--- config.mk ---
export PLATFORM = sky130hd
export DESIGN_NAME = fetch_queue
export DESIGN_NICKNAME = d
export VERILOG_FILES = /design/src/rtl/fetch_queue.sv
export SDC_FILE = /design/constraint.sdc
export NUM_CORES = 1
export LEC_CHECK = 0
export BUFFER_PORTS_ARGS = -buffer_cell sky130_fd_sc_hd__buf_2
export CAP_MARGIN = 20
export CORE_MARGIN = 4
export CORE_UTILIZATION = 52
export DETAILED_ROUTE_END_ITERATION = 8
export GPL_ROUTABILITY_DRIVEN = 1
export PLACE_DENSITY = 0.76
export SYNTH_ARGS = -nofsm -noshare
export SYNTH_HDL_FRONTEND = slang
export SYNTH_SLANG_ARGS = --single-unit
--- constraint.sdc ---
create_clock -name clk -period 2.48 [get_ports clk]
set_clock_uncertainty 0.2 [all_clocks]
set_input_delay 0.124 -clock clk [delete_from_list [all_inputs] [get_ports clk]]
set_output_delay 0.124 -clock clk [all_outputs]
set_load 0.02 [all_outputs]
--- src/rtl/fetch_queue.sv ---
// Fetch stage with a decoupling instruction queue: keeps up to DEPTH requests in flight and discards stale responses after a redirect.
// Optional same-cycle response bypass to decode is enabled by defining FETCH_QUEUE_BYPASS_EN.
module fetch_queue #(
    parameter int                ADDR_W   = 16,
    parameter int                INST_W   = 16,
    parameter int                DEPTH    = 4,
    parameter logic [ADDR_W-1:0] RESET_PC = '0,
    parameter int                PC_INC   = 2,
    parameter logic [INST_W-1:0] NOP_INST = 16'h0800
) (
    input  logic                     clk,
    input  logic                     rst_n,
    input  logic                     redirect_valid,
    input  logic [ADDR_W-1:0]        redirect_addr,
    input  logic                     halt,
    output logic                     imem_req,
    output logic [ADDR_W-1:0]        imem_addr,
    input  logic                     imem_ready,
    input  logic                     imem_rvalid,
    input  logic [INST_W-1:0]        imem_rdata,
    input  logic                     imem_err,
    output logic                     dec_valid,
    output logic [INST_W-1:0]        dec_inst,
    output logic [ADDR_W-1:0]        dec_pc,
    output logic [ADDR_W-1:0]        dec_pc_next,
    input  logic                     dec_ready,
    output logic                     err,
    output logic [$clog2(DEPTH):0]   count
);

    localparam int PTR_W = $clog2(DEPTH);
    localparam int CNT_W = PTR_W + 1;

    logic [ADDR_W-1:0] pc_q, pc_d;
    logic [ADDR_W-1:0] rsp_pc_q, rsp_pc_d;
    logic [PTR_W-1:0]  rd_ptr_q, rd_ptr_d;
    logic [PTR_W-1:0]  wr_ptr_q, wr_ptr_d;
    logic [CNT_W-1:0]  count_q, count_d;
    logic [CNT_W-1:0]  inflight_q, inflight_d;
    logic [CNT_W-1:0]  drop_q, drop_d;
    logic              err_q, err_d;

    logic [INST_W-1:0] inst_mem_q [DEPTH];
    logic [ADDR_W-1:0] pc_mem_q   [DEPTH];

    logic credit_ok;
    logic req_accept;
    logic rsp_drop;
    logic rsp_keep;
    logic fifo_empty;
    logic bypass_hit;
    logic bypass_take;
    logic fifo_push;
    logic fifo_pop;

    // Occupancy plus outstanding requests never exceeds DEPTH, so a kept response always has a slot.
    assign credit_ok  = ({1'b0, count_q} + {1'b0, inflight_q}) < (CNT_W + 1)'(DEPTH);
    assign imem_req   = rst_n & ~halt & ~redirect_valid & credit_ok;
    assign req_accept = imem_req & imem_ready;
    assign imem_addr  = pc_q;

    assign rsp_drop   = imem_rvalid & (drop_q != '0);
    assign rsp_keep   = imem_rvalid & (drop_q == '0) & ~redirect_valid;
    assign fifo_empty = (count_q == '0);

`ifdef FETCH_QUEUE_BYPASS_EN
    assign bypass_hit = fifo_empty & rsp_keep;
`else
    assign bypass_hit = 1'b0;
`endif
    assign bypass_take = bypass_hit & dec_ready;

    assign fifo_push  = rsp_keep & ~bypass_take;
    assign fifo_pop   = ~fifo_empty & dec_ready & ~redirect_valid;

    always_comb begin
        dec_valid = ~fifo_empty;
        dec_inst  = inst_mem_q[rd_ptr_q];
        dec_pc    = pc_mem_q[rd_ptr_q];
        if (bypass_hit) begin
            dec_valid = 1'b1;
            dec_inst  = imem_rdata;
            dec_pc    = rsp_pc_q;
        end
        if (!dec_valid) begin
            dec_inst = NOP_INST;
            dec_pc   = pc_q;
        end
    end

    assign dec_pc_next = dec_pc + ADDR_W'(PC_INC);
    assign err         = err_q;
    assign count       = count_q;

    // Responses come back in order, so the PC of the next kept response is tracked as a running address.
    always_comb begin
        pc_d       = pc_q;
        rsp_pc_d   = rsp_pc_q;
        rd_ptr_d   = rd_ptr_q;
        wr_ptr_d   = wr_ptr_q;
        count_d    = count_q;
        inflight_d = inflight_q - CNT_W'(imem_rvalid);
        drop_d     = drop_q;
        err_d      = err_q | (rsp_keep & imem_err);

        if (redirect_valid) begin
            pc_d     = redirect_addr;
            rsp_pc_d = redirect_addr;
            rd_ptr_d = '0;
            wr_ptr_d = '0;
            count_d  = '0;
            drop_d   = inflight_q - CNT_W'(imem_rvalid);
        end else begin
            if (req_accept) begin
                pc_d       = pc_q + ADDR_W'(PC_INC);
                inflight_d = inflight_q + CNT_W'(1) - CNT_W'(imem_rvalid);
            end
            if (rsp_drop) begin
                drop_d = drop_q - CNT_W'(1);
            end
            if (rsp_keep) begin
                rsp_pc_d = rsp_pc_q + ADDR_W'(PC_INC);
            end
            if (fifo_push) begin
                wr_ptr_d = wr_ptr_q + PTR_W'(1);
            end
            if (fifo_pop) begin
                rd_ptr_d = rd_ptr_q + PTR_W'(1);
            end
            count_d = count_q + CNT_W'(fifo_push) - CNT_W'(fifo_pop);
        end
    end

    always_ff @(posedge clk or negedge rst_n) begin
        if (!rst_n) begin
            pc_q       <= RESET_PC;
            rsp_pc_q   <= RESET_PC;
            rd_ptr_q   <= '0;
            wr_ptr_q   <= '0;
            count_q    <= '0;
            inflight_q <= '0;
            drop_q     <= '0;
            err_q      <= 1'b0;
        end else begin
            pc_q       <= pc_d;
            rsp_pc_q   <= rsp_pc_d;
            rd_ptr_q   <= rd_ptr_d;
            wr_ptr_q   <= wr_ptr_d;
            count_q    <= count_d;
            inflight_q <= inflight_d;
            drop_q     <= drop_d;
            err_q      <= err_d;
        end
    end

    // Storage needs no reset: entries are only read while count marks them valid.
    always_ff @(posedge clk) begin
        if (fifo_push && !redirect_valid) begin
            inst_mem_q[wr_ptr_q] <= imem_rdata;
            pc_mem_q[wr_ptr_q]   <= rsp_pc_q;
        end
    end

endmodule

; ---- Yosys cells after proc, flatten, opt, wreduce, memory -nomap -nowiden
; Memory sizes are Yosys's and may differ from the RTL's.
; Index checks and enable logic that the tools add are counted.
; W data, S select, Z words.
[totals]
in_bits = 40
mem_count = 2
wordCells = 63
ramBits = 128
output_inout_bits = 70
reg_bits = 46
[memory_table]
columns = memory, depth, width, rd, rd_clocked_by_memory_dff, wr, line
row1 = inst_mem_q, 4, 16, 1, 0, 1, 43  ; logic [INST_W-1:0] inst_mem_q [DEPTH];
row2 = pc_mem_q, 4, 16, 1, 0, 1, 44  ; logic [ADDR_W-1:0] pc_mem_q [DEPTH];
[op_classes]
add_sub_neg = 12
reduce_logical = 9
muxes = 17
bitwise_logic = 14
order_cmp = 1
[ops]
columns = op, count
row1 = $mux W16, 6
row2 = $add A16 B2 Y16 const B, 3
row3 = $mux W3, 5
row4 = $and A1 B1 Y1, 10
row5 = $sub A3 B1 Y3, 3
row6 = $mux W2, 4
row7 = $reduce_bool A2 Y1, 4
row8 = $logic_not A3 Y1, 2
row9 = $add A2 B1 Y2 const B, 2
row10 = $add A3 B3 Y4, 1
row11 = $lt A4 B3 Y1 const B, 1
row12 = $add A3 B1 Y3, 1
row13 = $add A3 B1 Y3 const B, 1
row14 = $not A1 Y1, 3
row15 = $reduce_bool A3 Y1, 1
row16 = $sub A3 B1 Y3 const B, 1
row17 = $mux W1, 2
row18 = $logic_and A1 B1 Y1, 1
row19 = $logic_not A1 Y1, 1
row20 = $or A1 B1 Y1, 1

; ---- Depth between registers and ports, before layout
[depth]
depth_word = 7
mapped_depth = 13
ltp_nobuf = 12

; ---- Least setup slack after synthesis
; Ideal clock, no wire load.
[synth_path]
path_type = register to output
startpoint = register count_q[1], in the netlist count[1]
endpoint = output port dec_pc_next[15]
path_stages_with_launch = 13
required_ns = 2.156
slack_ns = -0.873
path_buffers = 4
arrival_ns = 3.029
cell_sequence = dfrtp_1 nor3_1 inv_1 buf_2 buf_2 clkbuf_1 clkbuf_1 nand2_1 nand2_1 ha_1 a21boi_2 nand4_1 xnor2_1
[synth_via]
elab_chain_cells = 3
[synth_rtl]
columns = element, line
row1 = start: declaration, 38  ; logic [CNT_W-1:0] count_q, count_d;
row2 = start signal: assignment, 149  ; count_q <= count_d;
row3 = $logic_not A3 Y1, 64  ; assign fifo_empty = (count_q == '0);
row4 = $mux W16, 85  ; if (!dec_valid) begin
row5 = net dec_pc[2], 24  ; output logic [ADDR_W-1:0] dec_pc,
row6 = $add A16 B2 Y16, 91  ; assign dec_pc_next = dec_pc + ADDR_W'(PC_INC);
row7 = end: declaration, 25  ; output logic [ADDR_W-1:0] dec_pc_next,
; The timed path passes the listed nets, and every way through them passes these cells.

; ---- Final worst setup path
[layout_path]
startpoint = register rd_ptr_q[0]
endpoint = output port dec_pc_next[15]
[layout_via]
elab_chain_cells = 3
[layout_rtl]
columns = element, line
row1 = start: declaration, 36  ; logic [PTR_W-1:0] rd_ptr_q, rd_ptr_d;
row2 = start signal: assignment, 147  ; rd_ptr_q <= rd_ptr_d;
row3 = $mem_v2 Z4 W16, --
row4 = $mux W16, 85
row5 = $add A16 B2 Y16, 91
; No other way between the ends.

==> metrics <==
post-DR vias/cell=5.85; Num CTS Buffers=17; Max VDD drop=0.000583 V; Final setup viols=34; Tmin final=2840 ps; Top delay family on crit path=multiplexers; initial antenna violation count=0; failing checks=setup timing; dpl hpwl=12.2 mm; Least-Margin Pin Slew=855 ps; first-pass GRT wire length=30.0 mm; CP peak stage delay=450 ps; # fillers=901; CP Data Required Time=2160 ps; final worst setup slack=-361 ps; Yosys top cell by area=edfxtp_1; largest net degree at the start of global routing=47; Max-slew headroom=42.9%; fin nets=800; Critical path origin=rd_ptr_q[0]$_DFFE_PN0P_; worst-path maximum fanout=16; First-pass DRT Iterations=6; Worst Setup End Kind=primary output; post-synthesis cell type count=50; Longest Clk Path Bufs=2; sequential area share after synthesis=63.2%; Core ar.=0.0147 sq mm; Iteration-0 DRC Markers=559; CTS clk-pin slew, worst paths=60 ps; status=finished, violations left; pwr/cell area=1010 mW/mm^2; Avg Cell Area, Syn=14.4 sq um; drt wl/cell=20.8 microns; GRT Util Overall=22.3%; startpoint types=flop; area grow syn2layout=31.8%; Final Hold Viols=0; critical-path cell list=buf_12, mux4_1, nand3_1, a21boi_4, nand4_1, xnor2_2, buf_4; CP max stage cell=mux4_1; Worst Path Buf+Inv=2; global route overflow=0; Clock Sinks=174; #FFs+latches synth=174; ANT cells=0; Slew Viols, Final=0; worst-skew pair later-pin latency=430 ps; Max Cap Viol=0; RePlAce Congestion=0.893; I/O Buffers=109; Mapped Cells=549; CTS H-tree depth=4; I/O pins=110; WL final=19.5 mm; Remaining DRCs=0; Final ANT Viol Nets=0; Die Ht=131 microns; fraction of layout cells with a size suffix above 1=37.4%; Pleak=4.03 nW; placed cells=851; DR vias=5494; Post-synth EDFFs=128; clock root cell=clkbuf_16; synth top area cells=edfxtp_1 49%, dfrtp_1 15%, mux4_2 5.7%; non-filler instance count after layout=939; Setup CP Type=reg -> out; TritonCTS clock tree=yes; setup TNS=-4310 ps; CP Data Arrival Time=2520 ps; period utilization=115%; Synth top area share=48.6%; f_max=352 MHz; synthesized cell area=0.00790 sq mm; Die W=131 microns; row cnt=44; RR Startpoint=count[2]$_DFF_PN0_; die area=0.0172 sq mm; hold crit path type=in -> reg; number of global-route vias before repair=5670; min-delay src=halt; Synth Flop Type=edfxtp_1; initial core utilization=53.8%; ys async rst share=26.4%; Post-Syn Nets=607; YS warnings=0; RSZ-0062 raised after global routing=yes
report_power, final:
| part | internal, mW | switching, mW | leakage, nW | total, mW |
|---|---|---|---|---|
| sequential | 3.37 | 0.245 | 1.71 | 3.61 |
| combinational | 1.94 | 2.38 | 2.04 | 4.33 |
| clock | 1.49 | 1.11 | 0.272 | 2.60 |
final timing paths:
check / cells after the start / endpoint / slack, ps
min: 6 / imem_addr[8]$_DFFE_PN0P_ / 100
min reg2reg: 1 / err$_DFF_PN0_ / 290
max in group asynchronous: 3 / count[2]$_DFF_PN0_ / 1370
max: 7 / dec_pc_next[15] / -360
min in group asynchronous: 3 / imem_addr[12]$_DFFE_PN0P_ / 220
max reg2reg: 7 / imem_addr[13]$_DFFE_PN0P_ / -30
worst min-delay path, delay by kind of cell:
family                 cells  cell delay (ps)
buffers and inverters      2              220
AO/OA/AOI/OAI              1               70
AND/OR/NAND/NOR            3              270
flip-flops by register name, indices dropped and copies added, names as in the netlist, 2 cells and up:
register    count
imem_addr      16
wr_ptr_q        2
count           3
drop_q          3
pc_mem_q       64
inflight_q      3
rsp_pc_q       16
inst_mem_q     64
rd_ptr_q        2
kinds of logic (layout without fill, tap and decap cells):
family	after synthesis	after routing	synth area share [%]
flops	174	174	63.2
simple gates	167	168	11.0
buf+inv	49	254	2.88
fa+ha+maj	18	18	2.94
xor+xnor	35	35	3.88
compound gates	62	62	4.80
mux	44	44	11.3
stage by stage:
stage / total power, mW / area, sq um / hold WS, ps / setup WS (ps) / util, %
2_1_floorplan: 6.26 / 8070 / -372 / -53.6 / -
3_3_place_gp: 7.28 / 9000 / 111 / 57.2 / 61.2
3_5_place_dp: 7.38 / 9000 / 123 / -94.4 / 61.2
4_1_cts: 10.3 / 10100 / 55.1 / -370 / 68.9
5_1_grt: 11.0 / 10400 / 127 / -464 / 70.9
6_report: 10.5 / 10400 / 95.1 / -361 / 70.9
layer usage:
layer | share of wire (%) | GRT usage, %
met3 | 5.2 | 4.32
met2 | 52 | 37.9
met4 | 3.8 | 11.1
met1 | 39 | 27.5
met5 | 0 | 0
what timing repair did:
item	in CTS	in global routing
endpoints found under the hold margin	149	0
setup endpoints to repair	36	50
hold buffers	40	0
cloned	0	1
setup buffers	8	8
gates resized for setup	28	54
pin swaps	10	27
cells in the final DEF, fill, tap and decap left out, drive strengths merged, types with 5 or more instances in the layout:
cell	instances
buf	157
edfxtp	128
nand2	59
dfrtp	46
dlygate4sd3	40
mux4	32
o21ai	32
inv	29
nand3	23
nor2	23
xnor2	21
and2	19
clkbuf	19
ha	17
xor2	14
a21oi	11
nand4	10
and3	9
mux2i	9
o311ai	7
clkinv	5
cells in the mapped netlist, types with 3 or more instances:
cell        n
a21oi_1     9
edfxtp_1  128
nor2_1     23
o21ai_0    31
nand4_1    10
mux4_2     20
o311ai_1    3
a21o_1      3
nand3_1    23
mux4_1     12
clkbuf_1    9
buf_4       3
inv_1      25
nor3_1      4
a31oi_1     3
buf_6       3
dfrtp_1    46
nor2b_1     3
and3_1      9
xor2_1     14
and2_1     18
xnor2_1    21
ha_1       17
mux2i_1     9
mux2_2      3
o311ai_0    4
nand2_1    59
buf_2       8
nor4_1      3
final cells by class:
type / instances / area [sq um] / share of cell area, %
Timing Repair Buffer: 197 / 1470 / 14.1
Inverter: 25 / 96.3 / 0.925
Multi-Input combinational cell: 327 / 3050 / 29.3
Clock buffer: 19 / 433 / 4.16
Tap cell: 184 / 230 / 2.21
Clock inverter: 13 / 139 / 1.33
Sequential cell: 174 / 5000 / 48.0
(Power assumes the default switching activity.)
